**src/rtl/mem_port_arbiter_pkg.sv**
```systemverilog
// Shared encodings and helpers for the unified-SRAM port arbiter.
// Bus widths describe the flattened request payloads of the IF and MEM stages.
package mem_port_arbiter_pkg;

   typedef enum logic {
      ARB_IDLE = 1'b0,
      ARB_BUSY = 1'b1
   } arb_state_e;

   typedef enum logic {
      ARB_OWN_IF = 1'b0,
      ARB_OWN_DM = 1'b1
   } arb_owner_e;

   // req + addr
   localparam int IF_TO_ARB_BUS_WD  = 1 + 32;
   // req + we + addr + wdata
   localparam int MEM_TO_ARB_BUS_WD = 1 + 4 + 32 + 32;

   // A latency of 4 wraps to 0 in the 2-bit timer and still takes four cycles to reach 1.
   function automatic logic [1:0] lat_code(input int lat);
      logic [31:0] lat_bits;
      lat_bits = lat;
      return lat_bits[1:0];
   endfunction

endpackage

```
**src/rtl/mem_port_arbiter_if.sv**
```systemverilog
// Bundle of the fetch, data and SRAM-side signals around the arbiter.
// slave is the arbiter's view; master is the requester/memory side.
interface mem_port_arbiter_if;
   logic        if_req;
   logic [31:0] if_addr;
   logic        if_ready;
   logic        if_rvalid;
   logic [31:0] if_rdata;

   logic        dm_req;
   logic [3:0]  dm_we;
   logic [31:0] dm_addr;
   logic [31:0] dm_wdata;
   logic        dm_ready;
   logic        dm_rvalid;
   logic [31:0] dm_rdata;

   logic        mem_en;
   logic [3:0]  mem_we;
   logic [31:0] mem_addr;
   logic [31:0] mem_wdata;
   logic [31:0] mem_rdata;

   modport slave (
      input  if_req, if_addr, dm_req, dm_we, dm_addr, dm_wdata, mem_rdata,
      output if_ready, if_rvalid, if_rdata, dm_ready, dm_rvalid, dm_rdata,
             mem_en, mem_we, mem_addr, mem_wdata
   );

   modport master (
      output if_req, if_addr, dm_req, dm_we, dm_addr, dm_wdata, mem_rdata,
      input  if_ready, if_rvalid, if_rdata, dm_ready, dm_rvalid, dm_rdata,
             mem_en, mem_we, mem_addr, mem_wdata
   );
endinterface

```
**src/rtl/arb_lat_timer.sv**
```systemverilog
// Loadable 2-bit down-counter tracking the outstanding SRAM access.
// done flags the completion cycle (count of 1 while enabled).
module arb_lat_timer (
   input  logic       clk,
   input  logic       reset,
   input  logic       load,
   input  logic       en,
   input  logic [1:0] load_val,
   output logic       done
);

   logic [1:0] cnt_reg;

   // Decrement wraps 0 -> 3 so a loaded 0 means four cycles.
   always_ff @(posedge clk) begin
      if (reset)
         cnt_reg <= 2'd0;
      else if (load)
         cnt_reg <= load_val;
      else if (en)
         cnt_reg <= cnt_reg - 2'd1;
   end

   assign done = en && (cnt_reg == 2'd1);

endmodule

```
**src/rtl/mem_port_arbiter.sv**
```systemverilog
// Arbitrates the single-port SRAM between instruction fetch and data access.
// Data wins by default; a starvation counter forces fetch after STARVE_MAX data grants.
module mem_port_arbiter
   import mem_port_arbiter_pkg::*;
#(
   parameter int MEM_LAT    = 1,
   parameter int STARVE_MAX = 4
) (
   input logic               clk,
   input logic               reset,
   mem_port_arbiter_if.slave bus
);

   localparam int SW = $clog2(STARVE_MAX + 1);

   arb_state_e    state_reg, state_next;
   arb_owner_e    owner_reg, owner_next;
   logic          is_wr_reg, is_wr_next;
   logic [SW-1:0] starve_reg, starve_next;
   logic [31:0]   addr_reg, wdata_reg;

   logic done, busy, grant_window, starved, if_win, dm_win, grant;

   assign busy = (state_reg == ARB_BUSY);

   arb_lat_timer u_timer (
      .clk      (clk),
      .reset    (reset),
      .load     (grant),
      .en       (busy),
      .load_val (lat_code(MEM_LAT)),
      .done     (done)
   );

   always_comb begin
      grant_window = !reset && (!busy || done);
      starved      = (starve_reg == SW'(STARVE_MAX));
      if_win       = grant_window && bus.if_req && (!bus.dm_req || starved);
      dm_win       = grant_window && bus.dm_req && !if_win;
      grant        = if_win || dm_win;
   end

   always_comb begin
      state_next  = state_reg;
      owner_next  = owner_reg;
      is_wr_next  = is_wr_reg;
      starve_next = starve_reg;

      if (grant) begin
         state_next = ARB_BUSY;
         owner_next = dm_win ? ARB_OWN_DM : ARB_OWN_IF;
         is_wr_next = dm_win && (bus.dm_we != 4'd0);
      end else if (done) begin
         state_next = ARB_IDLE;
      end

      if (if_win || !bus.if_req)
         starve_next = '0;
      else if (dm_win && !starved)
         starve_next = starve_reg + SW'(1);
   end

   always_comb begin
      bus.if_ready  = if_win;
      bus.dm_ready  = dm_win;
      bus.mem_en    = grant;
      bus.mem_we    = dm_win ? bus.dm_we : 4'd0;
      bus.mem_addr  = dm_win ? bus.dm_addr : (if_win ? bus.if_addr : addr_reg);
      bus.mem_wdata = dm_win ? bus.dm_wdata : wdata_reg;
      bus.if_rvalid = !reset && done && (owner_reg == ARB_OWN_IF);
      bus.dm_rvalid = !reset && done && (owner_reg == ARB_OWN_DM);
      bus.if_rdata  = bus.mem_rdata;
      // Store acks return zero rather than whatever the SRAM happens to present.
      bus.dm_rdata  = is_wr_reg ? 32'd0 : bus.mem_rdata;
   end

   always_ff @(posedge clk) begin
      if (reset) begin
         state_reg  <= ARB_IDLE;
         owner_reg  <= ARB_OWN_IF;
         is_wr_reg  <= 1'b0;
         starve_reg <= '0;
         addr_reg   <= 32'd0;
         wdata_reg  <= 32'd0;
      end else begin
         state_reg  <= state_next;
         owner_reg  <= owner_next;
         is_wr_reg  <= is_wr_next;
         starve_reg <= starve_next;
         addr_reg   <= bus.mem_addr;
         wdata_reg  <= bus.mem_wdata;
      end
   end

endmodule

```
**src/flat_wrapper.sv**
```systemverilog
// flat-port wrapper written by rule: the top's interface ports become plain ports
module mem_port_arbiter_flat import mem_port_arbiter_pkg::*;
#(
   parameter int MEM_LAT    = 1,
   parameter int STARVE_MAX = 4
)
  (clk, reset, bus_if_req, bus_if_addr, bus_dm_req, bus_dm_we, bus_dm_addr, bus_dm_wdata, bus_mem_rdata, bus_if_ready, bus_if_rvalid, bus_if_rdata, bus_dm_ready, bus_dm_rvalid, bus_dm_rdata, bus_mem_en, bus_mem_we, bus_mem_addr, bus_mem_wdata);
  mem_port_arbiter_if bus_i ();
  input logic clk;
  input logic reset;
  input wire logic [$bits(bus_i.if_req)-1:0] bus_if_req;
  input wire logic [$bits(bus_i.if_addr)-1:0] bus_if_addr;
  input wire logic [$bits(bus_i.dm_req)-1:0] bus_dm_req;
  input wire logic [$bits(bus_i.dm_we)-1:0] bus_dm_we;
  input wire logic [$bits(bus_i.dm_addr)-1:0] bus_dm_addr;
  input wire logic [$bits(bus_i.dm_wdata)-1:0] bus_dm_wdata;
  input wire logic [$bits(bus_i.mem_rdata)-1:0] bus_mem_rdata;
  output wire logic [$bits(bus_i.if_ready)-1:0] bus_if_ready;
  output wire logic [$bits(bus_i.if_rvalid)-1:0] bus_if_rvalid;
  output wire logic [$bits(bus_i.if_rdata)-1:0] bus_if_rdata;
  output wire logic [$bits(bus_i.dm_ready)-1:0] bus_dm_ready;
  output wire logic [$bits(bus_i.dm_rvalid)-1:0] bus_dm_rvalid;
  output wire logic [$bits(bus_i.dm_rdata)-1:0] bus_dm_rdata;
  output wire logic [$bits(bus_i.mem_en)-1:0] bus_mem_en;
  output wire logic [$bits(bus_i.mem_we)-1:0] bus_mem_we;
  output wire logic [$bits(bus_i.mem_addr)-1:0] bus_mem_addr;
  output wire logic [$bits(bus_i.mem_wdata)-1:0] bus_mem_wdata;
  assign bus_i.if_req = bus_if_req;
  assign bus_i.if_addr = bus_if_addr;
  assign bus_i.dm_req = bus_dm_req;
  assign bus_i.dm_we = bus_dm_we;
  assign bus_i.dm_addr = bus_dm_addr;
  assign bus_i.dm_wdata = bus_dm_wdata;
  assign bus_i.mem_rdata = bus_mem_rdata;
  assign bus_if_ready = bus_i.if_ready;
  assign bus_if_rvalid = bus_i.if_rvalid;
  assign bus_if_rdata = bus_i.if_rdata;
  assign bus_dm_ready = bus_i.dm_ready;
  assign bus_dm_rvalid = bus_i.dm_rvalid;
  assign bus_dm_rdata = bus_i.dm_rdata;
  assign bus_mem_en = bus_i.mem_en;
  assign bus_mem_we = bus_i.mem_we;
  assign bus_mem_addr = bus_i.mem_addr;
  assign bus_mem_wdata = bus_i.mem_wdata;
  mem_port_arbiter #(.MEM_LAT(MEM_LAT), .STARVE_MAX(STARVE_MAX)) u_core (.clk(clk), .reset(reset), .bus(bus_i));
endmodule
```
**config.mk**
```make
export PLATFORM = sky130hd
export DESIGN_NAME = mem_port_arbiter_flat
export DESIGN_NICKNAME = d
export VERILOG_FILES = /design/src/rtl/mem_port_arbiter_pkg.sv /design/src/rtl/mem_port_arbiter_if.sv /design/src/rtl/arb_lat_timer.sv /design/src/rtl/mem_port_arbiter.sv /design/src/flat_wrapper.sv
export SDC_FILE = /design/constraint.sdc
export NUM_CORES = 1
export LEC_CHECK = 0
export CAP_MARGIN = 20
export CORE_MARGIN = 1
export CORE_UTILIZATION = 34
export CTS_CLUSTER_SIZE = 30
export DETAILED_ROUTE_END_ITERATION = 12
export GPL_TIMING_DRIVEN = 0
export PLACE_DENSITY_LB_ADDON = 0.05
export SYNTH_ARGS = -nofsm -noshare
export SYNTH_HDL_FRONTEND = slang
export SYNTH_SLANG_ARGS = --single-unit
export TNS_END_PERCENT = 50
```
**constraint.sdc**
```tcl
create_clock -name clk -period 2.58 [get_ports clk]
set_input_delay 0.387 -clock clk [delete_from_list [all_inputs] [get_ports clk]]
set_output_delay 0.387 -clock clk [all_outputs]
set_load 0.01 [all_outputs]
```
== Word-level counts from Yosys, hierarchy flattened ==
Cells that the tools add are included.
Operators by class
  muxes and demuxes: 10
  bitwise logic cells: 1
  reduce and logical (&&, ||, !) cells: 26
  eq/ne operators: 2
  $add $sub $neg: 2
Operators by type and width (count)
  2-to-1 mux 32 bit: 4
  logical AND 1 bit: 11
  logical NOT 1 bit: 6
  2-to-1 mux 1 bit: 5
  logical OR 1 bit: 4
  2-to-1 mux 4 bit: 1
  nonzero test 2 bit: 2
  nonzero test 4 bit: 1
  OR reduction 2 bit: 2
  adder 3 x 1 -> 3 bit (second input constant): 1
  == test 3 bit (second input constant): 1
  == test 2 x 1 -> 1 bit (second input constant): 1
  subtractor 2 x 1 -> 2 bit (second input constant): 1
  inverter 1 bit: 1
Word-level totals
  bits of input ports: 136
  bits in registers: 72
  word-level logic and storage cells: 49

== Depth between registers and ports, before layout ==
Gate-level depths: netlist of the first run.
  word-level depth: 10
  gate-level depth with buffers: 10
  gate-level depth less buffers: 7

== Modules after synthesis ==
A second synthesis of the first run with hierarchy kept.
Second synthesis, totals
  cell total of the unflattened synthesis: 537
  area total of the unflattened synthesis: 4234.1 µm²
By module, submodules not included
  mem_port_arbiter: cells each 525, times used 1, area each 4110.2 µm²
  arb_lat_timer: cells each 12, times used 1, area each 123.9 µm²

== Worst setup path before layout of the first run ==
OpenSTA, ideal clock, no wires.
  kind: register to output
  start: register u_core.u_timer.cnt_reg[1]
  end: output port bus_mem_addr[27]
  data required time: 2193 ps
  stages on the path, launching flop included: 11
  data arrival time: 1670 ps
  slack: 523 ps
  cell sequence: dfxtp_1 > inv_1 > ha_1 > nand2b_1 > buf_2 > nand4_4 > inv_2 > buf_4 > buf_6 > a22o_1 > a21o_1
On the way
  longest elaborated chain between the ends: 9
  elaborated cells on any way between the ends: 11
  classes of those cells: eq/ne: 1; mux: 2; reduce/logical: 8
Ends and longest elaborated chain
  start, declared: line arb_lat_timer.sv:12  | logic [1:0] cnt_reg;
  start signal, assigned: line arb_lat_timer.sv:19  | cnt_reg <= load_val;
  start signal, assigned: line arb_lat_timer.sv:21  | cnt_reg <= cnt_reg - 2'd1;
  == test 2 x 1 -> 1 bit *: line arb_lat_timer.sv:24  | assign done = en && (cnt_reg == 2'd1);
  logical AND 1 bit *: line arb_lat_timer.sv:24
  logical OR 1 bit *: line mem_port_arbiter.sv:36  | grant_window = !reset && (!busy || done);
  logical AND 1 bit *: line mem_port_arbiter.sv:36
  logical AND 1 bit (2 in series): line mem_port_arbiter.sv:38  | if_win = grant_window && bus.if_req && (!bus.dm_req || starved);
  logical NOT 1 bit: line mem_port_arbiter.sv:39  | dm_win = grant_window && bus.dm_req && !if_win;
  logical AND 1 bit *: line mem_port_arbiter.sv:39
  net bus_dm_ready: line flat_wrapper.sv:21  | output wire logic [$bits(bus_i.dm_ready)-1:0] bus_dm_ready;
  2-to-1 mux 32 bit *: line mem_port_arbiter.sv:68  | bus.mem_addr = dm_win ? bus.dm_addr : (if_win ? bus.if_addr : addr_reg);
  end, declared: line flat_wrapper.sv:26  | output wire logic [$bits(bus_i.mem_addr)-1:0] bus_mem_addr;
The timed path passes the listed nets; every way through them passes the cells marked *.

== Worst setup path after layout of the first run ==
  start: register u_core.u_timer.cnt_reg[1]
  end: output port bus_mem_wdata[6]
On the way
  longest elaborated chain between the ends: 9
  elaborated cells on any way between the ends: 10
  classes of those cells: eq/ne: 1; mux: 1; reduce/logical: 8
Ends and longest elaborated chain
  == test 2 x 1 -> 1 bit *: line arb_lat_timer.sv:24
  logical AND 1 bit *: line arb_lat_timer.sv:24
  logical OR 1 bit *: line mem_port_arbiter.sv:36
  logical AND 1 bit *: line mem_port_arbiter.sv:36
  logical AND 1 bit (2 in series): line mem_port_arbiter.sv:38
  logical NOT 1 bit: line mem_port_arbiter.sv:39
  logical AND 1 bit *: line mem_port_arbiter.sv:39
  2-to-1 mux 32 bit *: line mem_port_arbiter.sv:69  | bus.mem_wdata = dm_win ? bus.dm_wdata : wdata_reg;
  end, declared: line flat_wrapper.sv:27  | output wire logic [$bits(bus_i.mem_wdata)-1:0] bus_mem_wdata;
Mark *: on every way between the ends. The rest lies on a longest branch, timed or not.

==> results of run 1 <==
-- final cells by class --
cell class	count	area (sq um)
fillers	922	3470
repair buffers	285	2730
multi-input cells	233	1880
flip-flops and latches	72	1450
plain buffers	55	424
well taps	136	170
clock buffers	13	139
clock inverters	3	42.5
inverters	6	22.5
-- per-layer routing --
layer | track usage, % | up-vias
met4 | 7.04 | 0
met2 | 38.7 | 157
li1 | - | 1836
met1 | 20.1 | 1686
met3 | 6.49 | 13
met5 | 0 | -
-- where the power goes --
part	switching, mW	leakage (nW)	internal [mW]	total (mW)
Clock	0.406	0.0876	0.447	0.853
Sequential	0.0394	0.593	1.19	1.23
Combinational	0.397	2.86	0.650	1.05
Total	0.843	3.54	2.29	3.13
-- logic make-up (layout without fill, tap and decap cells) --
kind of cell,after synthesis,in the layout,share of synthesized area (%)
adder cells (fa/ha/maj),3,3,1.03
AND/OR/NAND/NOR,90,90,15.7
XOR/XNOR,1,1,0.241
flip-flops,72,72,39.7
AO/OA/AOI/OAI,106,106,22.5
multiplexers,33,33,10.2
buffers and inverters,62,362,10.6
-- what timing repair did --
| action | in CTS | in global routing |
|---|---|---|
| gates resized for setup | 163 | 38 |
| setup buffers | 7 | 7 |
| pin swaps | 9 | 2 |
| setup endpoints to repair | 71 | 56 |
-- stage by stage --
stage / TNS [ns] / total power, mW
final: 0 / 3.13
after global routing: -0.00554 / 3.29
after CTS: -1.50 / 3.15
after detailed placement: -21.95 / 2.33
after global placement: -19.09 / 2.31
after floorplan: 0 / 1.70
-- worst max-delay path, stage by stage (launching register included) --
cell and delay (ns):
sky130_fd_sc_hd__dfxtp_2 0.33, sky130_fd_sc_hd__inv_1 0.05, sky130_fd_sc_hd__ha_4 0.16, sky130_fd_sc_hd__nand2b_4 0.15, sky130_fd_sc_hd__nand4_4 0.16, sky130_fd_sc_hd__buf_4 0.15, sky130_fd_sc_hd__buf_8 0.13, sky130_fd_sc_hd__mux2_2 0.34
sky130_fd_sc_hd__dlygate4sd2_1 0.30
-- placed cells by master, fill, tap and decap left out, drive strengths merged, types with 2 or more instances in the layout --
cell type      instances
a21o                  64
nand2b                 2
and2                  36
clkdlybuf4s15         17
dlymetal6s2s          13
nand3                  4
a21oi                  7
dfxtp                 72
ha                     3
clkbuf                26
nand2                  6
mux2                  32
dlygate4sd2           17
clkdlybuf4s50        200
buf                   80
inv                    6
nor2b                 34
a22o                  32
-- worst min-delay path by stage --
| stage | start | endpoint | slack (ns) | cells past startpoint |
|---|---|---|---|---|
| 2_1_floorplan | u_core.addr_reg[0] | u_core.addr_reg[0] | 0.43 | 1 |
| 3_3_place_gp | u_core.addr_reg[17] | u_core.addr_reg[17] | 0.43 | 1 |
| 3_5_place_dp | u_core.addr_reg[2] | u_core.addr_reg[2] | 0.44 | 1 |
| 4_1_cts | reset | u_core.busy | 0.39 | 2 |
| 5_1_grt | reset | u_core.busy | 0.41 | 2 |
| 6_report | reset | u_core.busy | 0.41 | 2 |
==> run summary, run 1 <==
The initial antenna violation count came out at 0. The source-to-sink clock delay at the later pin of the worst-skew pair is 0.34 ns. The worst clock skew on the final layout came out at 0.00819 ns. The area inside the core boundary came out at 10300 sq um. The share of flip-flops with an asynchronous set or reset came out at 0%. The worst hold slack across all endpoints is 0.405 ns. The initial core utilization came out at 35.1%.

The number of distinct standard cells referenced by the synthesized netlist came out at 30. The minimum setup slack after placement came out at -0.602 ns. The run finished with clean final reports. The total met2 wirelength after detailed routing came out at 6.24 mm.

After detailed routing, the number of vias per cell comes to 4.60. Pin placement for this block handled 273 I/O pins. After synthesis, the cell types taking the most area are sky130_fd_sc_hd__dfxtp_1 (40%), sky130_fd_sc_hd__a21o_1 (13%), sky130_fd_sc_hd__mux2_2 (9.9%).

The total of endpoints with negative setup slack in the final report is 0. Once detailed placement completed, the half-perimeter wirelength came to 9.32 mm. Yosys printed 0 warnings. The chip width is 105 microns.

The max capacitance violation total is 0. The instance area at placement is 6510 sq um. The filler-free cell count of the finished design is 803. The flip-flop and latch count after synthesis is 72. Port buffering added 271 buffers. The cell at the root of the clock tree is sky130_fd_sc_hd__clkbuf_8. The data arrival time at the worst-slack endpoint is 2.11 ns.

The number of enable flip-flop cells after synthesis is 0. The highest clock frequency the design can meet is 401 MHz. The worst-case vdd ir drop is 0.000237 V. The tightest slew margin relative to the limit came out at 64.0%. In this run the worst setup path begins at u_core.u_timer.cnt_reg[1].

The CTS tree is yes. The final number of hold-violating endpoints came out at 0. The remaining routing DRC violations came out at 0. Routed signal wires occupy layers up through met4. The number of core rows came out at 37. Of the available clock period, the critical path in the final layout requires 96.8%.

The netlist area before placement came out at 3630 sq um. Following the worst setup path forward leads to its endpoint at bus_mem_wdata[6]. The class of the most critical hold timing path is input pin to register. The signed area change from the synthesized netlist to the final layout came out at 88.9%.

For the worst flop-to-flop path, the logic depth is 10. The setup slack on the worst flop-to-flop path came out at 0.78 ns. The critical path is of the register to primary output type.

Including well taps, the total number of placed cells is 774. The share of the Yosys chip area taken by registers is 39.7%. Counting every net in the synthesized netlist gives 506. The detailed-routing wirelength on met1 came out at 4.29 mm.

The worst register-to-register path begins at u_core.u_timer.cnt_reg[1]. The measured slew at the worst slew-check pin came out at 0.540 ns. The endpoint of the lowest-slack register-to-register path is u_core.addr_reg[25]. For this block, the routed nets add up to 11.7 mm of wire. The maximum number of pins on one net before global-route repair came out at 12. The average wire per standard cell came out at 14.5 microns. The number of global-route vias before repair was 3516.

The clock sink total is 72. Power spread over the standard cell area amounts to 457 nW/um^2. By instance count, the leading cell after synthesis is sky130_fd_sc_hd__dfxtp_1.

The number of detailed-routing iterations run before antenna repair is 4. Clock-pin slew was measured on the worst setup and hold paths at 0.08 ns. In the final layout, the share of cells above drive strength 1 is 22.2%. The average instance in the mapped netlist occupies 9.89 sq um.

The utilization after layout came out at 66.4%. The number of max-slew violations in the final report came out at 0. The maximum buffer depth of the clock tree is 2. The library cell with the largest summed area after synthesis is sky130_fd_sc_hd__dfxtp_1. For this run, the leading register cell type out of synthesis is sky130_fd_sc_hd__dfxtp_1. The cts-stage hold buffer count came out at 0. The analysis attributes to cell leakage a power of 3.54 nW. The level count of the clock H-tree is 3. The antenna diode count is 0.

The congestion estimate from routability-driven global placement came to 0.763. The finished cells cover 6850 sq um. The instance count of the mapped netlist is 367. The critical path launch point type is a register. The full die area came out at 11100 sq um. After detailed routing, the met3 layer carries 943 microns of wire.

From bottom edge to top edge, the die measures 105 microns. The net count of the finished layout came out at 801. Once detail routing completed, the nets flagged for antenna violations numbered 0. STA classifies the critical path endpoint as a primary output. The minimum period implied by the final worst setup slack is 2.50 ns. The required time at the endpoint of the critical path is 2.19 ns.

The final setup slack of the worst path is 0.0832 ns. Of all nets on the critical path, the largest fanout is 10. The detailed router finished its first iteration with 81 violations.

The total via count in the routed design came out at 3692. After synthesis, the most frequently instantiated cells are sky130_fd_sc_hd__dfxtp_1 (72), sky130_fd_sc_hd__a21o_1 (64), sky130_fd_sc_hd__and2_1 (36). The TritonCTS buffer count came out at 9. The global-route usage over all layers came out at 20.2%.

The area share of the largest cell type after synthesis came out at 39.7%. The total congestion overflow is 0. The global-route wire length before repair came out at 17.5 mm.
Power figures use the tool's default switching activity.
==> run 2: changes to the inputs <==
--- a/config.mk
+++ b/config.mk
@@ -12,6 +12,7 @@
 export DETAILED_ROUTE_END_ITERATION = 12
 export GPL_TIMING_DRIVEN = 0
 export PLACE_DENSITY_LB_ADDON = 0.05
+export SKIP_LAST_GASP = 1
 export SYNTH_ARGS = -nofsm -noshare
 export SYNTH_HDL_FRONTEND = slang
 export SYNTH_SLANG_ARGS = --single-unit
==> run summary, run 2 (synthesis gave the netlist of run 1 again) <==
Entering global routing, the biggest net connects 12 pins. The minimum period implied by the final worst setup slack came out at 2.62 ns. The flow ran to the end, but the final reports show violations. The total wire length after detailed routing came out at 11.6 mm. Power spread over the standard cell area amounts to 460 nW/um^2.

The tightest slew margin relative to the limit came out at 63.2%. The final number of hold-violating endpoints came out at 0. The H-tree was split into 3 levels.

The static leakage is 3.41 nW. The final setup slack of the worst path is -0.0411 ns. The number of nets with antenna violations after routing came out at 0. The max capacitance violation total came out at 0. The tightest hold path in the finished design has a slack of 0.409 ns.

For this design, the slowest cell found on the critical path is sky130_fd_sc_hd__clkdlybuf4s50_1. The endpoint of the lowest-slack register-to-register path is u_core.addr_reg[25]. The TritonCTS buffer count came out at 9.

Dividing the final minimum period by the clock period gives 102%. The number of core rows is 37. The cell at the root of the clock tree is sky130_fd_sc_hd__clkbuf_8. Across all register-to-register paths, the minimum setup slack is 0.76 ns. The cts-stage hold buffer count is 0. The highest clock frequency the design can meet is 382 MHz.

The number of global-route vias before repair came out at 3520. The global-route usage over all layers came out at 20.1%. The capturing element type of the critical path is a primary output.

The post-layout total power is 3.13 mW. The number of I/O port buffers came out at 271. The launching instance or port of the critical path is u_core.u_timer.cnt_reg[1]. The most common library cell in the layout ignoring fill and taps is sky130_fd_sc_hd__clkdlybuf4s50_1. The initial antenna violation count was 0. From synthesis to final layout, the design area changed by 87.3%. The global-route wire length before repair is 17.4 mm. The worst-path maximum fanout came out at 10.

The first detailed-routing pass took 4 iterations. The total of endpoints with negative setup slack in the final report is 20. In the final routed layout, each cell accounts on average for 14.5 microns. At the end of the flow, the number of nets in the layout was 794.

The die extent in y came out at 105 microns. In the routed design, unresolved DRC markers number 0. The highest cell delay on the worst timing path is 0.49 ns.

The class of the most critical hold timing path is input pin to register. For the worst setup path, the data arrival time is 2.23 ns. During I/O placement, the number of pins put on the boundary was 273. The critical path launch point type is a register. The ratio of routed vias to standard cells came out at 4.60. In this run the horizontal extent of the chip is 105 microns. The total congestion overflow is 0.

The termination of the worst setup path is bus_mem_wdata[15]. The final HPWL from detailed placement came out at 9.32 mm. The required time at the endpoint of the critical path came out at 2.19 ns. Walking the worst path, the cells encountered are inv_1 -> ha_4 -> nand2b_4 -> nand4_4 -> buf_6 -> mux2_2 -> clkdlybuf4s50_1.

The source-to-sink clock delay at the later pin of the worst-skew pair came out at 0.34 ns. Across the VDD grid, the largest voltage drop is 0.000237 V. TritonCTS built the clock tree. Setup repair after global routing could not meet its margin everywhere. The number of max-slew violations in the final report came to 0. Leaving out fill and tap cells, the most frequent cells in the layout are sky130_fd_sc_hd__clkdlybuf4s50_1 (223), sky130_fd_sc_hd__dfxtp_1 (70), sky130_fd_sc_hd__a21o_1 (64).

The area inside the core boundary is 10300 sq um. The initial core utilization came out at 35.1%. The measured slew at the worst slew-check pin came out at 0.553 ns. The total via count in the routed design is 3662. The worst clock skew on the final layout came out at 0.00773 ns. The worst setup path is of the register to primary output kind.

The worst register-to-register path begins at u_core.u_timer.cnt_reg[1]. The clock-pin slew reported for the worst setup and hold paths after clock tree synthesis is 0.07 ns. The placer's final routability congestion estimate came out at 0.763. The clock sink total is 72. The fraction of layout cells with a size suffix above 1 is 20.5%. The antenna diode count came out at 0. The checks that failed: negative setup slack. The die covers 11100 sq um. The number of cells traversed by the worst register-to-register path is 10. The maximum buffer depth of the clock tree came out at 2. The number of DRC markers in iteration 0 came out at 83.
## run 2: how the worst min path moves through the flow
| stage | start | end | slack (ns) | depth (start not counted) |
|---|---|---|---|---|
| final | reset | u_core.busy | 0.41 | 2 |
| after global routing | reset | u_core.busy | 0.41 | 2 |
| after CTS | reset | u_core.busy | 0.39 | 2 |
| after detailed placement | u_core.addr_reg[2] | u_core.addr_reg[2] | 0.44 | 1 |
| after global placement | u_core.addr_reg[17] | u_core.addr_reg[17] | 0.43 | 1 |
| after floorplan | u_core.addr_reg[0] | u_core.addr_reg[0] | 0.43 | 1 |
## run 2: what timing repair did
action	4_1_cts	5_1_grt
resized for setup	121	30
setup endpoints to repair	71	70
buffers inserted	7	0
pin swaps	9	3
hold endpoints to repair	0	0
## run 2: through the flow
stage          setup slack (ns)  cells  util [%]  TNS, ns  cell area, sq um
6_report                -0.0411    796      65.8   -0.563              6800
2_1_floorplan             0.523    367         -        0              3630
3_5_place_dp             -0.602    774      63.1   -21.95              6510
3_3_place_gp             -0.514    774      63.1   -19.09              6510
4_1_cts                  -0.154    797      65.5    -4.74              6760
5_1_grt                  -0.140    796      65.8    -3.14              6800
## run 2: critical path, delay by kind of cell, from the launching register on
family / cells / cell delay, ns
buffers and inverters: 3 / 0.73
DFF: 1 / 0.33
adders and majority gates: 1 / 0.16
muxes: 1 / 0.35
and+or+nand+nor: 2 / 0.33
## run 2: cell type report
cell class	count	area (sq um)
clock inverters	3	42.5
inverters	6	22.5
clock buffers	13	139
repair buffers	278	2690
fillers	913	3530
flip-flops and latches	72	1440
multi-input cells	233	1870
plain buffers	55	417
well taps	136	170
## run 2: power breakdown
| group | switching, mW | internal (mW) |
|---|---|---|
| Clock | 0.401 | 0.447 |
| Sequential | 0.0393 | 1.19 |
| Combinational | 0.394 | 0.655 |
| Total | 0.835 | 2.29 |
## run 2: layer usage
metal | global-route usage [%] | up-vias | part of all wire [%] | routed length (microns)
li1 | - | 1822 | - | -
met1 | 20.0 | 1674 | 37 | 4310
met2 | 38.5 | 152 | 53 | 6170
met3 | 6.37 | 14 | 7.7 | 891
met4 | 7.44 | 0 | 1.6 | 190
met5 | 0 | - | 0 | 0
